--- config.mk ---
export PLATFORM = sky130hd
export DESIGN_NAME = axis_rr_arbiter
export DESIGN_NICKNAME = d
export VERILOG_FILES = /design/src/rtl/axis_pkg.sv /design/src/rtl/axis_rr_select.sv /design/src/rtl/axis_rr_arbiter.sv
export SDC_FILE = /design/constraint.sdc
export NUM_CORES = 1
export LEC_CHECK = 0
export CORE_MARGIN = 2
export CORE_UTILIZATION = 35
export CTS_CLUSTER_DIAMETER = 50
export DETAILED_ROUTE_END_ITERATION = 10
export MAX_ROUTING_LAYER = met4
export PLACE_DENSITY = 0.73
export SYNTH_ARGS = -nofsm -noshare
export SYNTH_HDL_FRONTEND = slang
export SYNTH_SLANG_ARGS = --single-unit
--- constraint.sdc ---
create_clock -name clock -period 9.35 [get_ports clock]
set_clock_uncertainty 0.2 [all_clocks]
set_input_delay 0.935 -clock clock [delete_from_list [all_inputs] [get_ports clock]]
set_output_delay 0.935 -clock clock [all_outputs]
set_load 0.005 [all_outputs]
--- src/rtl/axis_pkg.sv ---
// Shared helpers for multi-channel AXI-stream blocks: grant-index width and
// the round-robin search used to pick the next channel.
package axis_pkg;

    localparam int RR_MAX_CHANNELS = 32;
    localparam int RR_MAX_IDX_W    = 5;

    // Width of a channel index, never narrower than one bit.
    function automatic int clog2_min1(input int n);
        return (n <= 2) ? 1 : $clog2(n);
    endfunction

    // First set bit of valid at or after start, wrapping modulo channels; -1 if none.
    function automatic int rr_next(
        input logic [RR_MAX_CHANNELS-1:0] valid,
        input int                         start,
        input int                         channels
    );
        int idx;
        int result;
        result = -1;
        // Walk from the far end so the nearest hit is the one left standing.
        for (int k = RR_MAX_CHANNELS - 1; k >= 0; k--) begin
            if (k < channels) begin
                idx = start + k;
                if (idx >= channels) begin
                    idx = idx - channels;
                end
                if (valid[idx[RR_MAX_IDX_W-1:0]]) begin
                    result = idx;
                end
            end
        end
        return result;
    endfunction

endpackage

--- src/rtl/axis_rr_select.sv ---
// Combinational round-robin search: first valid channel from start, wrapping.
// When nothing is valid the start index is passed back with found low.
module axis_rr_select
    import axis_pkg::*;
#(
    parameter int CHANNELS      = 4,
    parameter int CHANNEL_WIDTH = clog2_min1(CHANNELS)
) (
    input  logic [CHANNELS-1:0]      valid,
    input  logic [CHANNEL_WIDTH-1:0] start,
    output logic [CHANNEL_WIDTH-1:0] index,
    output logic                     found
);

    logic [RR_MAX_CHANNELS-1:0] valid_ext;
    int                         result;

    always_comb begin
        valid_ext                 = '0;
        valid_ext[CHANNELS-1:0]   = valid;
        result                    = rr_next(valid_ext, int'(start), CHANNELS);
        found                     = (result >= 0);
        index                     = found ? result[CHANNEL_WIDTH-1:0] : start;
    end

endmodule

--- src/rtl/axis_rr_arbiter.sv ---
// Round-robin merge of CHANNELS AXI-stream inputs onto one tagged output,
// with optional packet locking and a two-deep registered skid stage.
module axis_rr_arbiter
    import axis_pkg::*;
#(
    parameter int WIDTH         = 8,
    parameter int CHANNELS      = 4,
    parameter int PACKET        = 1,
    parameter int CHANNEL_WIDTH = clog2_min1(CHANNELS)
) (
    input  logic                      clock,
    input  logic                      reset,
    input  logic [CHANNELS*WIDTH-1:0] idata,
    input  logic [CHANNELS-1:0]       ilast,
    input  logic [CHANNELS-1:0]       ivalid,
    output logic [CHANNELS-1:0]       iready,
    output logic [WIDTH-1:0]          odata,
    output logic                      olast,
    output logic [CHANNEL_WIDTH-1:0]  ochannel,
    output logic                      ovalid,
    input  logic                      oready
);

    localparam logic [CHANNEL_WIDTH-1:0] LAST_CH = CHANNEL_WIDTH'(CHANNELS - 1);

    logic [CHANNEL_WIDTH-1:0] g_q, g_d;
    logic                     lock_q, lock_d;
    logic [CHANNELS-1:0]      iready_q, iready_d;

    logic                     ovalid_q, ovalid_d;
    logic [WIDTH-1:0]         odata_q, odata_d;
    logic                     olast_q, olast_d;
    logic [CHANNEL_WIDTH-1:0] ochan_q, ochan_d;

    logic                     bvalid_q, bvalid_d;
    logic [WIDTH-1:0]         bdata_q, bdata_d;
    logic                     blast_q, blast_d;
    logic [CHANNEL_WIDTH-1:0] bchan_q, bchan_d;

    logic                     itransfer;
    logic                     stall;
    logic [WIDTH-1:0]         in_data;
    logic                     in_last;
    logic [CHANNEL_WIDTH-1:0] sel_start;
    logic [CHANNEL_WIDTH-1:0] sel_index;
    logic                     sel_found;

    // iready is one-hot on g_q, so only the granted channel can transfer.
    // NOTE: every always_comb output gets a default first so no latch is inferred.
    always_comb begin
        in_data = '0;
        in_last = 1'b0;
        for (int i = 0; i < CHANNELS; i++) begin
            if (CHANNEL_WIDTH'(i) == g_q) begin
                in_data = idata[i*WIDTH +: WIDTH];
                in_last = ilast[i];
            end
        end
    end

    assign itransfer = |(ivalid & iready_q);
    assign stall     = ovalid_q && !oready;

    // After a transfer the search starts past g so g itself is tried last.
    assign sel_start = itransfer ? ((g_q == LAST_CH) ? '0 : g_q + 1'b1) : g_q;

    axis_rr_select #(
        .CHANNELS      (CHANNELS),
        .CHANNEL_WIDTH (CHANNEL_WIDTH)
    ) u_select (
        .valid (ivalid),
        .start (sel_start),
        .index (sel_index),
        .found (sel_found)
    );

    always_comb begin
        g_d    = g_q;
        lock_d = lock_q;
        if (itransfer) begin
            if ((PACKET != 0) && !in_last) begin
                lock_d = 1'b1;
            end else begin
                lock_d = 1'b0;
                if (sel_found) begin
                    g_d = sel_index;
                end
            end
        end else if (!lock_q) begin
            if (sel_found) begin
                g_d = sel_index;
            end
        end
    end

    always_comb begin
        ovalid_d = stall || bvalid_q || itransfer;
        odata_d  = odata_q;
        olast_d  = olast_q;
        ochan_d  = ochan_q;
        bvalid_d = bvalid_q;
        bdata_d  = bdata_q;
        blast_d  = blast_q;
        bchan_d  = bchan_q;
        if (!stall) begin
            if (bvalid_q) begin
                odata_d = bdata_q;
                olast_d = blast_q;
                ochan_d = bchan_q;
            end else if (itransfer) begin
                odata_d = in_data;
                olast_d = in_last;
                ochan_d = g_q;
            end
            bvalid_d = 1'b0;
        end else if (itransfer) begin
            bvalid_d = 1'b1;
            bdata_d  = in_data;
            blast_d  = in_last;
            bchan_d  = g_q;
        end
    end

    always_comb begin
        iready_d = '0;
        for (int i = 0; i < CHANNELS; i++) begin
            iready_d[i] = (CHANNEL_WIDTH'(i) == g_d) && !bvalid_d;
        end
    end

    // NOTE: sequential state uses non-blocking assignments only.
    always_ff @(posedge clock) begin
        if (reset) begin
            g_q      <= '0;
            lock_q   <= 1'b0;
            iready_q <= '0;
            ovalid_q <= 1'b0;
            odata_q  <= '0;
            olast_q  <= 1'b0;
            ochan_q  <= '0;
            bvalid_q <= 1'b0;
        end else begin
            g_q      <= g_d;
            lock_q   <= lock_d;
            iready_q <= iready_d;
            ovalid_q <= ovalid_d;
            odata_q  <= odata_d;
            olast_q  <= olast_d;
            ochan_q  <= ochan_d;
            bvalid_q <= bvalid_d;
        end
    end

    // NOTE: the buffer payload is not reset; bvalid_q alone says whether it is live.
    always_ff @(posedge clock) begin
        bdata_q <= bdata_d;
        blast_q <= blast_d;
        bchan_q <= bchan_d;
    end

    assign iready   = iready_q;
    assign odata    = odata_q;
    assign olast    = olast_q;
    assign ochannel = ochan_q;
    assign ovalid   = ovalid_q;

endmodule

==> summary.txt <==
Outcome
  – Status: finished, final reports clean

Logic synthesis
  – Synth warn: 0
  – Synth top area share: 20.5%
  – Syn Inst Count: between 200 and 250
  – Synth async-reset ratio: 0%
  – Syn avg cell area: 8.60 µm²
  – Cell accounting for the most synthesized area: dfxtp_1
  – Post-synthesis cell type count: 50
  – Top cells by area, synth: dfxtp_1, edfxtp_1, a21oi_1, ha_1, nor2_1
  – Syn Nets: 277
  – Sequential fraction of the synthesis area: 37.4%
  – EDFF count, synth: 11
  – Top_reg_cell synth: dfxtp_1
  – Synth Register Bits: 31
  – Cell area after synthesis: 1950 µm²

Clock network
  – Post_cts resized: 0
  – CTS tree: built
  – CTS Root Cell: clkbuf_8
  – Setup Fix Bufs, Post-CTS: 0
  – Count of hold buffers inserted by post-cts repair: 0
  – Reg clk slew, reported paths: 0.06 ns
  – CTS Buf Count: 5
  – H-tree Lvls: 2
  – Clock sink count: 31
  – Bufs on Longest Clock Path: 2
  – Skew-Pair Late Insertion Delay: around 0.28 ns

STA
  – Final WS setup: approximately 4.8 ns
  – Final hold violations: 0
  – Endpoints failing setup: 0
  – FMAX: 222 MHz
  – Final period util: about half
  – Unrepaired setup endpoints after global routing: no
  – Max Slew Vio Count: 0
  – Min Hold Slack: ~0.25 ns
  – Rel. slew slack: a little over a quarter
  – Minimum clock period: 4.51 ns
  – Final TNS setup: 0 ns
  – Least-Margin Pin Slew: ~1.1 ns

Power and ir drop
  – Max IR drop VDD: 118 µV
  – Static leakage: 0.950 nW
  – P per Cell Area: 270 nW/µm²

Floorplan
  – Die Span Y: roughly 79 µm
  – Die width: ~80 µm
  – I/O pin total: approximately 60
  – Die area: 6190 µm²
  – Num rows: 27
  – Core footprint: between 5000 and 6000 µm²
  – Initial Util: 35.9%

Finish
  – Antenna cells: 0
  – Layout cells sized above 1: around 8.6%
  – Layout net count: ~330
  – Layout area overhead: 35.5%
  – Leading cell types in the layout, fill and taps excluded: clkdlybuf4s50_1, a21oi_1, nor2_1
  – Commonest non-fill, non-tap cell in the layout: clkdlybuf4s50_1

Global routing
  – Remaining global-route overflow: 0
  – Number of antenna violations at the first check in global routing: 0
  – Vias in the first global route: around 1700
  – Largest net degree at the start of global routing: 24
  – First-pass GRT wire length: a little over 8 mm
  – Total track usage: about 17%

Detailed routing
  – Via/cell ratio: approximately 5.1
  – Final ANT Viol Nets: 0
  – Detailed Route Iter0 Violations: roughly 80
  – Vias: 1800
  – WL per Instance: 14.2 µm
  – TritonRoute pass-1 iters: 4
  – Final wirelength: between 4 and 5 mm
  – DRC Markers: 0

Worst setup path
  – Startpoint class of the critical path: primary input
  – Critical path type: in2reg
  – Crit end category: register
  – WP buf/inv: 3
  – Top cell family by delay on the critical path: simple AND/OR/NAND/NOR gates
  – Crit Path Max Fanout: 9
  – Max incr delay on CP: ~0.58 ns
  – CP required: roughly 9.4 ns
  – Crit-path slowest cell: clkdlybuf4s50_1
  – Crit path arrival time: between 4 and 5 ns
  – Crit-path cells: clkdlybuf4s50_1 > a22o_4 > o211ai_4 > and2_1 > inv_4 > ha_1 > inv_1 > nor3_1 > nor3_2 > o31ai_2 > mux2i_1 > nor3b_2

Placement
  – Gp weighted congestion: 0.863
  – Post-place setup slack: around 4.6 ns
  – Post-DP HPWL: 3.85 mm
  – Port Buffers: just under 60

Hold path
  – Hold Crit Class: reg2reg

Run
  – Max_cap viols: 0
worst register-to-register path: stages (launching register included):
cell and delay, ns:
dfxtp_1 0.51, ha_1 0.53, inv_1 0.23, o211ai_4 0.16, and2_1 0.37, inv_4 0.10, ha_1 0.35, inv_1 0.08
nor3_1 0.39, nor3_2 0.07, o31ai_2 0.43, mux2i_1 0.40, nor3b_2 0.22
layer usage:
metal	routed length, µm	GRT usage, %	vias to the layer above	share of wire (%)
li1	-	-	926	-
met5	0	-	-	0
met1	2230	21.8	817	45
met4	71	7.37	0	1.4
met2	2520	27.2	51	50
met3	174	3.22	6	3.5
state kept, by name, indices dropped and copies added (netlist names):
name      flops
bdata_q       8
odata         8
iready        4
bchan_q       2
g_q           2
ochannel      2
blast_q       1
bvalid_q      1
lock_q        1
olast         1
ovalid        1
synthesized netlist by cell type, drive strengths merged, types with 2 or more instances:
cell / instances
a211oi: 3
a21oi: 27
a22o: 2
a22oi: 10
and3: 2
buf: 5
clkbuf: 9
dfxtp: 20
edfxtp: 11
ha: 7
inv: 11
mux2i: 6
nand2: 23
nand2b: 10
nand3: 4
nor2: 23
nor2b: 2
nor3: 7
nor3b: 2
o211ai: 10
o21ai: 15
o31ai: 2
or2: 2
metrics by stage:
stage	cells	instance area [µm²]	utilization, %	power, mW
floorplan	227	1950	-	0.489
global placement	343	2550	47.0	0.602
detailed placement	343	2550	47.0	0.608
CTS	351	2650	48.6	0.717
global route	351	2650	48.6	0.776
finish	351	2650	48.6	0.715
layout make-up:
class                      instances  area, µm²
fill                             526       2790
clock buffer                       7       86.3
sequential                        31        731
inverter                          11       43.8
clock inverter                     1       5.00
timing repair buffer              58        581
tap                               72       90.1
multi-input combinational        171       1110
cell families after synthesis:
logic type / Yosys count / share of synthesized area, %
muxes: 7 / 3.65
and+or+nand+nor: 77 / 19.2
DFF: 31 / 37.4
buffers and inverters: 25 / 5.77
adders and majority gates: 7 / 4.49
AOI/OAI and AO/OA: 80 / 29.4
final timing paths:
| kind | from | endpoint | slack, ns | cells past startpoint |
|---|---|---|---|---|
| min reg2reg | odata[2] | odata[2] | 0.25 | 2 |
| max | ivalid[0] | iready[0] | 4.84 | 12 |
| min | odata[2] | odata[2] | 0.25 | 2 |
| max reg2reg | g_q[0] | iready[0] | 5.21 | 12 |
where the power goes:
group	leakage, nW	internal, mW	total (mW)	switching [mW]
clock	0.0482	0.0593	0.107	0.0481
sequential	0.264	0.176	0.196	0.0201
combinational	0.638	0.183	0.412	0.229
Power figures use the tool's default switching activity.
